File: config.mk
export PLATFORM = sky130hd
export DESIGN_NAME = icb_dcache_router
export DESIGN_NICKNAME = d
export VERILOG_FILES = /design/src/rtl/icb_dcache_router.sv
export SDC_FILE = /design/constraint.sdc
export NUM_CORES = 1
export LEC_CHECK = 0
export CORE_AREA = 2 2 124 126
export CTS_CLUSTER_DIAMETER = 60
export DETAILED_ROUTE_END_ITERATION = 12
export DIE_AREA = 0 0 126 128
export SLEW_MARGIN = 20
export SYNTH_ARGS = -nofsm -noshare
export SYNTH_HDL_FRONTEND = slang
export SYNTH_SLANG_ARGS = --single-unit
File: constraint.sdc
create_clock -name aclk -period 2.5 [get_ports aclk]
set_input_delay 0.5 -clock aclk [delete_from_list [all_inputs] [get_ports aclk]]
set_output_delay 0.5 -clock aclk [all_outputs]
set_load 0.05 [all_outputs]
File: src/rtl/icb_dcache_router.sv
// icb_dcache_router: splits LSU ICB traffic between the dcache (m0, cacheable)
// and the peripheral bus (m1, uncacheable window). A small in-order tracking
// FIFO remembers the target of every outstanding command so responses are
// returned to the LSU strictly in issue order.
module icb_dcache_router #(
  parameter logic [31:0] UNCACHEABLE_BASE = 32'h4000_0000,
  parameter logic [31:0] UNCACHEABLE_LEN  = 32'h1000_0000,
  parameter int unsigned OUTSTANDING_N    = 4,
  parameter int unsigned SIM_DELAY        = 1
) (
  input  logic        aclk,
  input  logic        aresetn,

  // LSU side
  input  logic [31:0] s_icb_cmd_addr,
  input  logic        s_icb_cmd_read,
  input  logic [31:0] s_icb_cmd_wdata,
  input  logic [3:0]  s_icb_cmd_wmask,
  input  logic        s_icb_cmd_valid,
  output logic        s_icb_cmd_ready,
  output logic [31:0] s_icb_rsp_rdata,
  output logic        s_icb_rsp_err,
  output logic        s_icb_rsp_valid,
  input  logic        s_icb_rsp_ready,

  // dcache side (cacheable)
  output logic [31:0] m0_icb_cmd_addr,
  output logic        m0_icb_cmd_read,
  output logic [31:0] m0_icb_cmd_wdata,
  output logic [3:0]  m0_icb_cmd_wmask,
  output logic        m0_icb_cmd_valid,
  input  logic        m0_icb_cmd_ready,
  input  logic [31:0] m0_icb_rsp_rdata,
  input  logic        m0_icb_rsp_err,
  input  logic        m0_icb_rsp_valid,
  output logic        m0_icb_rsp_ready,

  // peripheral bus side (uncacheable)
  output logic [31:0] m1_icb_cmd_addr,
  output logic        m1_icb_cmd_read,
  output logic [31:0] m1_icb_cmd_wdata,
  output logic [3:0]  m1_icb_cmd_wmask,
  output logic        m1_icb_cmd_valid,
  input  logic        m1_icb_cmd_ready,
  input  logic [31:0] m1_icb_rsp_rdata,
  input  logic        m1_icb_rsp_err,
  input  logic        m1_icb_rsp_valid,
  output logic        m1_icb_rsp_ready
);

  // Pointer width stays at least 1 bit so a depth-1 FIFO still elaborates.
  localparam int unsigned PTR_W = (OUTSTANDING_N > 32'd1) ? $clog2(OUTSTANDING_N) : 1;
  localparam int unsigned CNT_W = $clog2(OUTSTANDING_N + 32'd1);

  // Window end is formed in 33 bits so a window touching 2^32 does not wrap.
  localparam logic [32:0] WIN_LO = {1'b0, UNCACHEABLE_BASE};
  localparam logic [32:0] WIN_HI = {1'b0, UNCACHEABLE_BASE} + {1'b0, UNCACHEABLE_LEN};

  // Reject unsupported depths (and nonsensical delay values) at elaboration.
  if ((OUTSTANDING_N < 32'd1) || (OUTSTANDING_N > 32'd8) || (SIM_DELAY > 32'd1000)) begin : g_param_check
    $error("icb_dcache_router: OUTSTANDING_N must be 1..8");
  end

  // Tracking FIFO state: one target bit per outstanding command.
  logic [OUTSTANDING_N-1:0] r_tgt;
  logic [PTR_W-1:0]         r_wptr;
  logic [PTR_W-1:0]         r_rptr;
  logic [CNT_W-1:0]         r_cnt;

  logic w_sel;
  logic w_full;
  logic w_empty;
  logic w_head;
  logic w_push;
  logic w_pop;

  // Advance a FIFO pointer, wrapping explicitly so non-power-of-2 depths work.
  function automatic logic [PTR_W-1:0] f_ptr_inc(input logic [PTR_W-1:0] p);
    logic [PTR_W-1:0] n;
    if (p == PTR_W'(OUTSTANDING_N - 32'd1)) begin
      n = '0;
    end else begin
      n = p + PTR_W'(1);
    end
    return n;
  endfunction

  // Address decode and FIFO status flags.
  always_comb begin
    w_sel   = 1'b0;
    w_full  = (r_cnt == CNT_W'(OUTSTANDING_N));
    w_empty = (r_cnt == CNT_W'(0));
    w_head  = r_tgt[r_rptr];
    if (({1'b0, s_icb_cmd_addr} >= WIN_LO) && ({1'b0, s_icb_cmd_addr} < WIN_HI)) begin
      w_sel = 1'b1;
    end else begin
      w_sel = 1'b0;
    end
  end

  // Command fields are broadcast; only the valid is steered.
  assign m0_icb_cmd_addr  = s_icb_cmd_addr;
  assign m0_icb_cmd_read  = s_icb_cmd_read;
  assign m0_icb_cmd_wdata = s_icb_cmd_wdata;
  assign m0_icb_cmd_wmask = s_icb_cmd_wmask;
  assign m1_icb_cmd_addr  = s_icb_cmd_addr;
  assign m1_icb_cmd_read  = s_icb_cmd_read;
  assign m1_icb_cmd_wdata = s_icb_cmd_wdata;
  assign m1_icb_cmd_wmask = s_icb_cmd_wmask;

  // Command steering: valid never looks at the downstream ready.
  always_comb begin
    m0_icb_cmd_valid = s_icb_cmd_valid & ~w_sel & ~w_full;
    m1_icb_cmd_valid = s_icb_cmd_valid &  w_sel & ~w_full;
    if (w_sel) begin
      s_icb_cmd_ready = ~w_full & m1_icb_cmd_ready;
    end else begin
      s_icb_cmd_ready = ~w_full & m0_icb_cmd_ready;
    end
  end

  // Response steering: only the target at the FIFO head may talk to the LSU.
  always_comb begin
    s_icb_rsp_valid  = 1'b0;
    s_icb_rsp_rdata  = 32'h0000_0000;
    s_icb_rsp_err    = 1'b0;
    m0_icb_rsp_ready = 1'b0;
    m1_icb_rsp_ready = 1'b0;
    if (w_empty) begin
      s_icb_rsp_valid  = 1'b0;
      s_icb_rsp_rdata  = 32'h0000_0000;
      s_icb_rsp_err    = 1'b0;
    end else if (w_head) begin
      s_icb_rsp_valid  = m1_icb_rsp_valid;
      s_icb_rsp_rdata  = m1_icb_rsp_rdata;
      s_icb_rsp_err    = m1_icb_rsp_err;
      m1_icb_rsp_ready = s_icb_rsp_ready;
    end else begin
      s_icb_rsp_valid  = m0_icb_rsp_valid;
      s_icb_rsp_rdata  = m0_icb_rsp_rdata;
      s_icb_rsp_err    = m0_icb_rsp_err;
      m0_icb_rsp_ready = s_icb_rsp_ready;
    end
  end

  assign w_push = s_icb_cmd_valid & s_icb_cmd_ready;
  assign w_pop  = s_icb_rsp_valid & s_icb_rsp_ready;

  // Record the target of each accepted command.
  always_ff @(posedge aclk or negedge aresetn) begin
    if (!aresetn) begin
      r_tgt <= '0;
    end else if (w_push) begin
      r_tgt[r_wptr] <= w_sel;
    end else begin
      r_tgt <= r_tgt;
    end
  end

  // Write pointer advances on every accepted command.
  always_ff @(posedge aclk or negedge aresetn) begin
    if (!aresetn) begin
      r_wptr <= '0;
    end else if (w_push) begin
      r_wptr <= f_ptr_inc(r_wptr);
    end else begin
      r_wptr <= r_wptr;
    end
  end

  // Read pointer advances on every response delivered to the LSU.
  always_ff @(posedge aclk or negedge aresetn) begin
    if (!aresetn) begin
      r_rptr <= '0;
    end else if (w_pop) begin
      r_rptr <= f_ptr_inc(r_rptr);
    end else begin
      r_rptr <= r_rptr;
    end
  end

  // Outstanding count; simultaneous push and pop leaves it unchanged.
  always_ff @(posedge aclk or negedge aresetn) begin
    if (!aresetn) begin
      r_cnt <= '0;
    end else begin
      case ({w_push, w_pop})
        2'b10:   r_cnt <= r_cnt + CNT_W'(1);
        2'b01:   r_cnt <= r_cnt - CNT_W'(1);
        default: r_cnt <= r_cnt;
      endcase
    end
  end

endmodule
# == Yosys cells after proc, flatten, opt, wreduce, memory -nomap -nowiden ==
# Index checks and enable logic that the tools add are counted.
# totals
mem_bits_ro,0
latchBits,0
input_bits,143
register_bits,11
memories,0
ram_bits,0
word_cells,52
out_inout_bits,177
# op_classes
n_mul,0
n_shift,0
n_bitwise,10
magnitude_cmp,5
add_sub_neg,4
eq_ne,5
div,0
n_reduce_logical,4
mux,20
# op_table
op,n
2-to-1 mux 32 bit,2
"greater-or-equal comparator 32 x 31 -> 1 bit, second input constant",1
"less-than comparator 32 x 31 -> 1 bit, second input constant",1
2-to-1 mux 1 bit,12
AND 1 bit,8
"== test 2 bit, second input constant",3
"less-than comparator 2 x 3 -> 1 bit, second input constant",2
one-hot mux 3 bit (2 select lines),1
"adder 2 x 1 -> 2 bit, second input constant",2
bitwise mux 4 bit,1
2-to-1 mux 2 bit,2
"adder 3 x 1 -> 3 bit, second input constant",1
"== test 3 bit, second input constant",1
logical NOT 3 bit,1
"subtractor 3 x 1 -> 3 bit, second input constant",1
binary-select mux 1 bit (select 2 bit),1
demux 1 bit (select 2 bit),1
"== test 2 x 1 -> 1 bit, second input constant",1
"greater-or-equal comparator 2 x 1 -> 1 bit, second input constant",1
logical AND 1 bit,2
inverter 1 bit,2
nonzero test 2 bit,1

# == Logic depth before layout (Yosys ltp) ==
# logic_depth
depth_word,7
depth_mapped,10
ltp_nobuf,10

# == Worst setup path before layout ==
# No wires, ideal clock.
# synth_timing
kind,input -> register
from,input port s_icb_cmd_addr[31]
to,register r_cnt[2]
stages,10
t_arrival_ns,2.446
required_time_ns,2.420
n_path_buf,0
setup_ns,0.080
setup_slack_ns,-0.026
path_cell_list,nor4b_4 > mux2i_1 > nor2_1 > inv_1 > ha_1 > inv_1 > fa_1 > xor2_1 > nor2_1 > xnor2_1
# synth_between
elab_chain_cells,7
elab_cells_between_ends,10
cone_classes,order compare: 2; eq/ne: 2; mux: 3; bitwise: 1; reduce/logical: 2
# synth_rtl
element,line,text
from (decl),15,"input logic [31:0] s_icb_cmd_addr,"
greater-or-equal comparator 32 x 31 -> 1 bit or less-than comparator 32 x 31 -> 1 bit (tied branches),94,"if (({1'b0, s_icb_cmd_addr} >= WIN_LO) && ({1'b0, s_icb_cmd_addr} < WIN_HI)) begin"
logical AND 1 bit *,94,
2-to-1 mux 1 bit *,94,
2-to-1 mux 1 bit *,115,if (w_sel) begin
AND 1 bit *,146,assign w_push = s_icb_cmd_valid & s_icb_cmd_ready;
== test 2 x 1 -> 1 bit or == test 2 bit (tied branches),187,"case ({w_push, w_pop})"
one-hot mux 3 bit (2 select lines) or nonzero test 2 bit (tied branches),-,
to (signal assigned),188,2'b10: r_cnt <= r_cnt + CNT_W'(1);
to (signal assigned),189,2'b01: r_cnt <= r_cnt - CNT_W'(1);
to (signal assigned),190,default: r_cnt <= r_cnt;
to (decl),68,logic [CNT_W-1:0] r_cnt;
# Every way passes the cells marked *; elsewhere a longest branch is shown, timed or not.
# A chain may end at the register's enable or synchronous reset.

# == Worst setup path after layout ==
# layout_timing
from,register r_rptr[0]
to,output port s_icb_rsp_rdata[31]
# layout_between
elab_chain_cells,4
# layout_rtl
element,line,text
from (decl),67,logic [PTR_W-1:0] r_rptr;
from (signal assigned),176,r_rptr <= f_ptr_inc(r_rptr);
from (signal assigned),178,r_rptr <= r_rptr;
binary-select mux 1 bit (select 2 bit),93,w_head = r_tgt[r_rptr];
2-to-1 mux 1 bit (not written as such),93,
2-to-1 mux 32 bit,133,end else if (w_head) begin
2-to-1 mux 32 bit,129,if (w_empty) begin
to (decl),21,"output logic [31:0] s_icb_rsp_rdata,"
# No other way between the ends. The select of a mux whose other input is x is not followed.

==> results <==
[per-layer routing]
| layer | vias up | part of all wire | global-route usage |
|---|---|---|---|
| met5 | - | 0 | 0 |
| met3 | 46 | 0.15 | 0.05676 |
| met4 | 0 | 0.036 | 0.03620 |
| met2 | 162 | 0.50 | 0.1622 |
| li1 | 835 | - | - |
| met1 | 794 | 0.31 | 0.09206 |
[logic make-up after synthesis]
logic type | synth area share
mux | 0.07874
simple gates | 0.1603
fa+ha+maj | 0.04274
flops | 0.1237
xor+xnor | 0.01181
compound gates | 0.08493
buf+inv | 0.4977
[cell usage after synthesis, types with 2 or more instances]
master	n	area (µm²)
mux2i_1	4	40.04
clkbuf_1	9	33.78
ha_1	6	75.07
dfrtp_1	11	275.3
xnor2_1	2	17.52
a21oi_1	33	165.2
buf_4	139	1044
nor3b_1	4	30.03
nand2_1	66	247.7
mux2_2	5	56.30
inv_1	8	30.03
nor2_1	8	30.03
mux2_1	3	33.78
[power by group through the flow]
stage / combinational [mW] / sequential, mW / clock (mW)
after detailed placement: 3.30 / 0.344 / 0
after global routing: 3.44 / 0.357 / 0.304
final: 3.27 / 0.341 / 0.288
after global placement: 3.25 / 0.333 / 0
after floorplan: 2.36 / 0.323 / 0
after CTS: 3.32 / 0.344 / 0.292
[registers in the layout, indices dropped and copies added, names as in the netlist]
signal and count:
r_rptr 2, r_tgt 4, r_wptr 2, r_cnt 3
[area by class of cell]
type                    count  area (µm²)  share of cell area
well taps                 188       235.2             0.07231
flip-flops and latches     11       275.3             0.08462
clock buffers               4       78.83             0.02423
repair buffers            138        1667              0.5123
inverters                   8       30.03            0.009231
multi-input cells         143       967.2              0.2973
[worst register-to-register path, delay by kind of cell (launching register included)]
family                     cells  cell delay [ns]
muxes                          2             0.76
DFF                            1             0.39
buffers and inverters          1             0.05
xor gates and xnor gates       2             0.26
and+or+nand+nor                2             0.25
adders and majority gates      2             0.52
[per-stage QoR]
stage,hold slack (ns),std cells
global placement,0.5099,486
detailed placement,0.5336,486
floorplan,0.2044,310
finish,0.5346,492
global route,0.5748,492
CTS,0.5423,491
[how the worst max path moves through the flow]
stage	depth (start not counted)	start	slack [ns]	end
CTS	11	s_icb_cmd_addr[29]	0.07	r_cnt[2]
global placement	11	s_icb_cmd_addr[31]	-0.32	r_cnt[2]
floorplan	10	s_icb_cmd_addr[31]	0.02	r_cnt[2]
finish	5	r_rptr[0]	0.12	s_icb_rsp_rdata[31]
global route	11	s_icb_cmd_addr[31]	0.0004	r_cnt[2]
detailed placement	11	s_icb_cmd_addr[28]	-0.34	r_cnt[2]
[what timing repair did]
| item | in CTS | in global routing |
|---|---|---|
| pin swaps | 2 | 4 |
| setup endpoints to repair | 3 | 1 |
| gates resized for setup | 6 | 3 |
| buffers inserted | 1 | 1 |
==> impl_results.md <==
- Final instance area: 3253 µm²
- Worst hold endpoint: r_tgt[1]
- Synthesized net count: 460
- Status: complete, no violations
- Worst-margin pin slew: 0.5046 ns
- Crit share post-route: 0.9512
- Max Root-Sink Buffers: 2
- Crit Path Max Fanout: 34
- Slowest stage delay, CP: 0.41 ns
- Seq/Total Area, Yosys: 0.1237
- GRT Util Overall: 0.09392
- Final setup vio count: 0
- Hold Crit Start: r_tgt[1]
- Dpl ws: -0.3428 ns
- Post-Syn Area: 2225 µm²
- Critical Path Source Type: flip-flop
- Setup ws final: 0.1219 ns
- Setup_tns: 0 ns
- Global placement routability congestion: 0.6858
- # DRC: 0
- Worst R2R End: r_cnt[2]
- Largest net degree at the start of global routing: 35
- Number of global-route vias before repair: 1946
- Worst R2R Path Depth: 9
- Lkg Pwr: 1.338 nW
- TritonCTS Buffers: 3
- Most frequent cells in the layout: clkdlybuf4s50_1 (73), nand2_1 (66), buf_12 (35)
- Final Hold Vio Count: 0
- Routed WL: 8.330 mm
- Seq pwr share: 0.087
- Peak supply drop: 0.5299 mV
- Worst reg2reg path startpoint: r_tgt[3]
- Net Sw Power: 1.995 mW
- CTS tree: yes
- Insertion delay to the later sink of the worst-skew pair: 0.23 ns
- Post-synth cell types: 25
- Die W: 126 µm
- Final Power: 3.899 mW
- Net Sw Frac: 0.5118
- HPWL after DPL: 7.084 mm
- Starting Density: 0.1497
- Yosys warns: 0
- Seq cells post-synth: 11
- Critical path's slowest cell: mux4_2
- Async SR Flop Fraction: 1.000
- Power Dens Cells: 1198 nW/µm²
- Crit path time final: 2.378 ns
- Root Buffer: clkbuf_16
- Core area: 14860 µm²
- Area Growth Syn to Fin: 46.23%
- CTS clk-pin slew, worst paths: 0.04 ns
- Combinational share of power: 0.839
- Port bufs: 124
- Fin nets: 455
- DRT Pass-1 Iters: 4
- CP Buf/Inv Count: 2
- DR WL/cell: 16.93 µm
- Initial DRC count: 34
- First-pass GRT wire length: 11.67 mm
- Setup crit end kind: primary output
- Diode count: 0
- Commonest non-fill, non-tap cell in the layout: clkdlybuf4s50_1
- Internal Power: 1.903 mW
- Post-synthesis cell count: 310
- Achievable Freq: 420.5 MHz
- Clk pwr share: 0.074
- Critical Path AT: 1.88 ns
- Critical Path, Cell by Cell: mux4_2 -> buf_6 -> nand2_1 -> a21oi_1 -> buf_12
- Main flop type after synthesis: dfrtp_1
- Post-synth EDFFs: 0
- Critical path class: reg2out
- Syn avg cell area: 7.176 µm²
- Filler cells: 1611
- Register-to-register setup slack: 0.18 ns
- Final Slew Violations: 0
- Total gr overflow: 0
- Routed Antenna Nets: 0
- Total die area: 16130 µm²
- Min-Delay Path Class: reg2reg
- Max-slew headroom: 0.6626
- Die height: 128 µm
- Max_cap viols: 0
- CTS HTree Levels: 1
- Post-Route Skew: 0.0005446 ns
- CP top delay family: buffers and inverters
- Initial antenna violation count: 0
- Rows: 45
- RSZ-0062 raised after global routing: no
- Io pins: 320
- Layout cell share with drive strength beyond 1: 0.3553
- Vias: 1837
- Vias/cell: 3.734
- Clock sink count: 11
- Final core occ: 0.2189
- WP data required: 2.00 ns
- Hold Path Depth: 1
- Hold_buf cts: 0
- Post-place instance area: 3152 µm²
(Power assumes the default switching activity.)
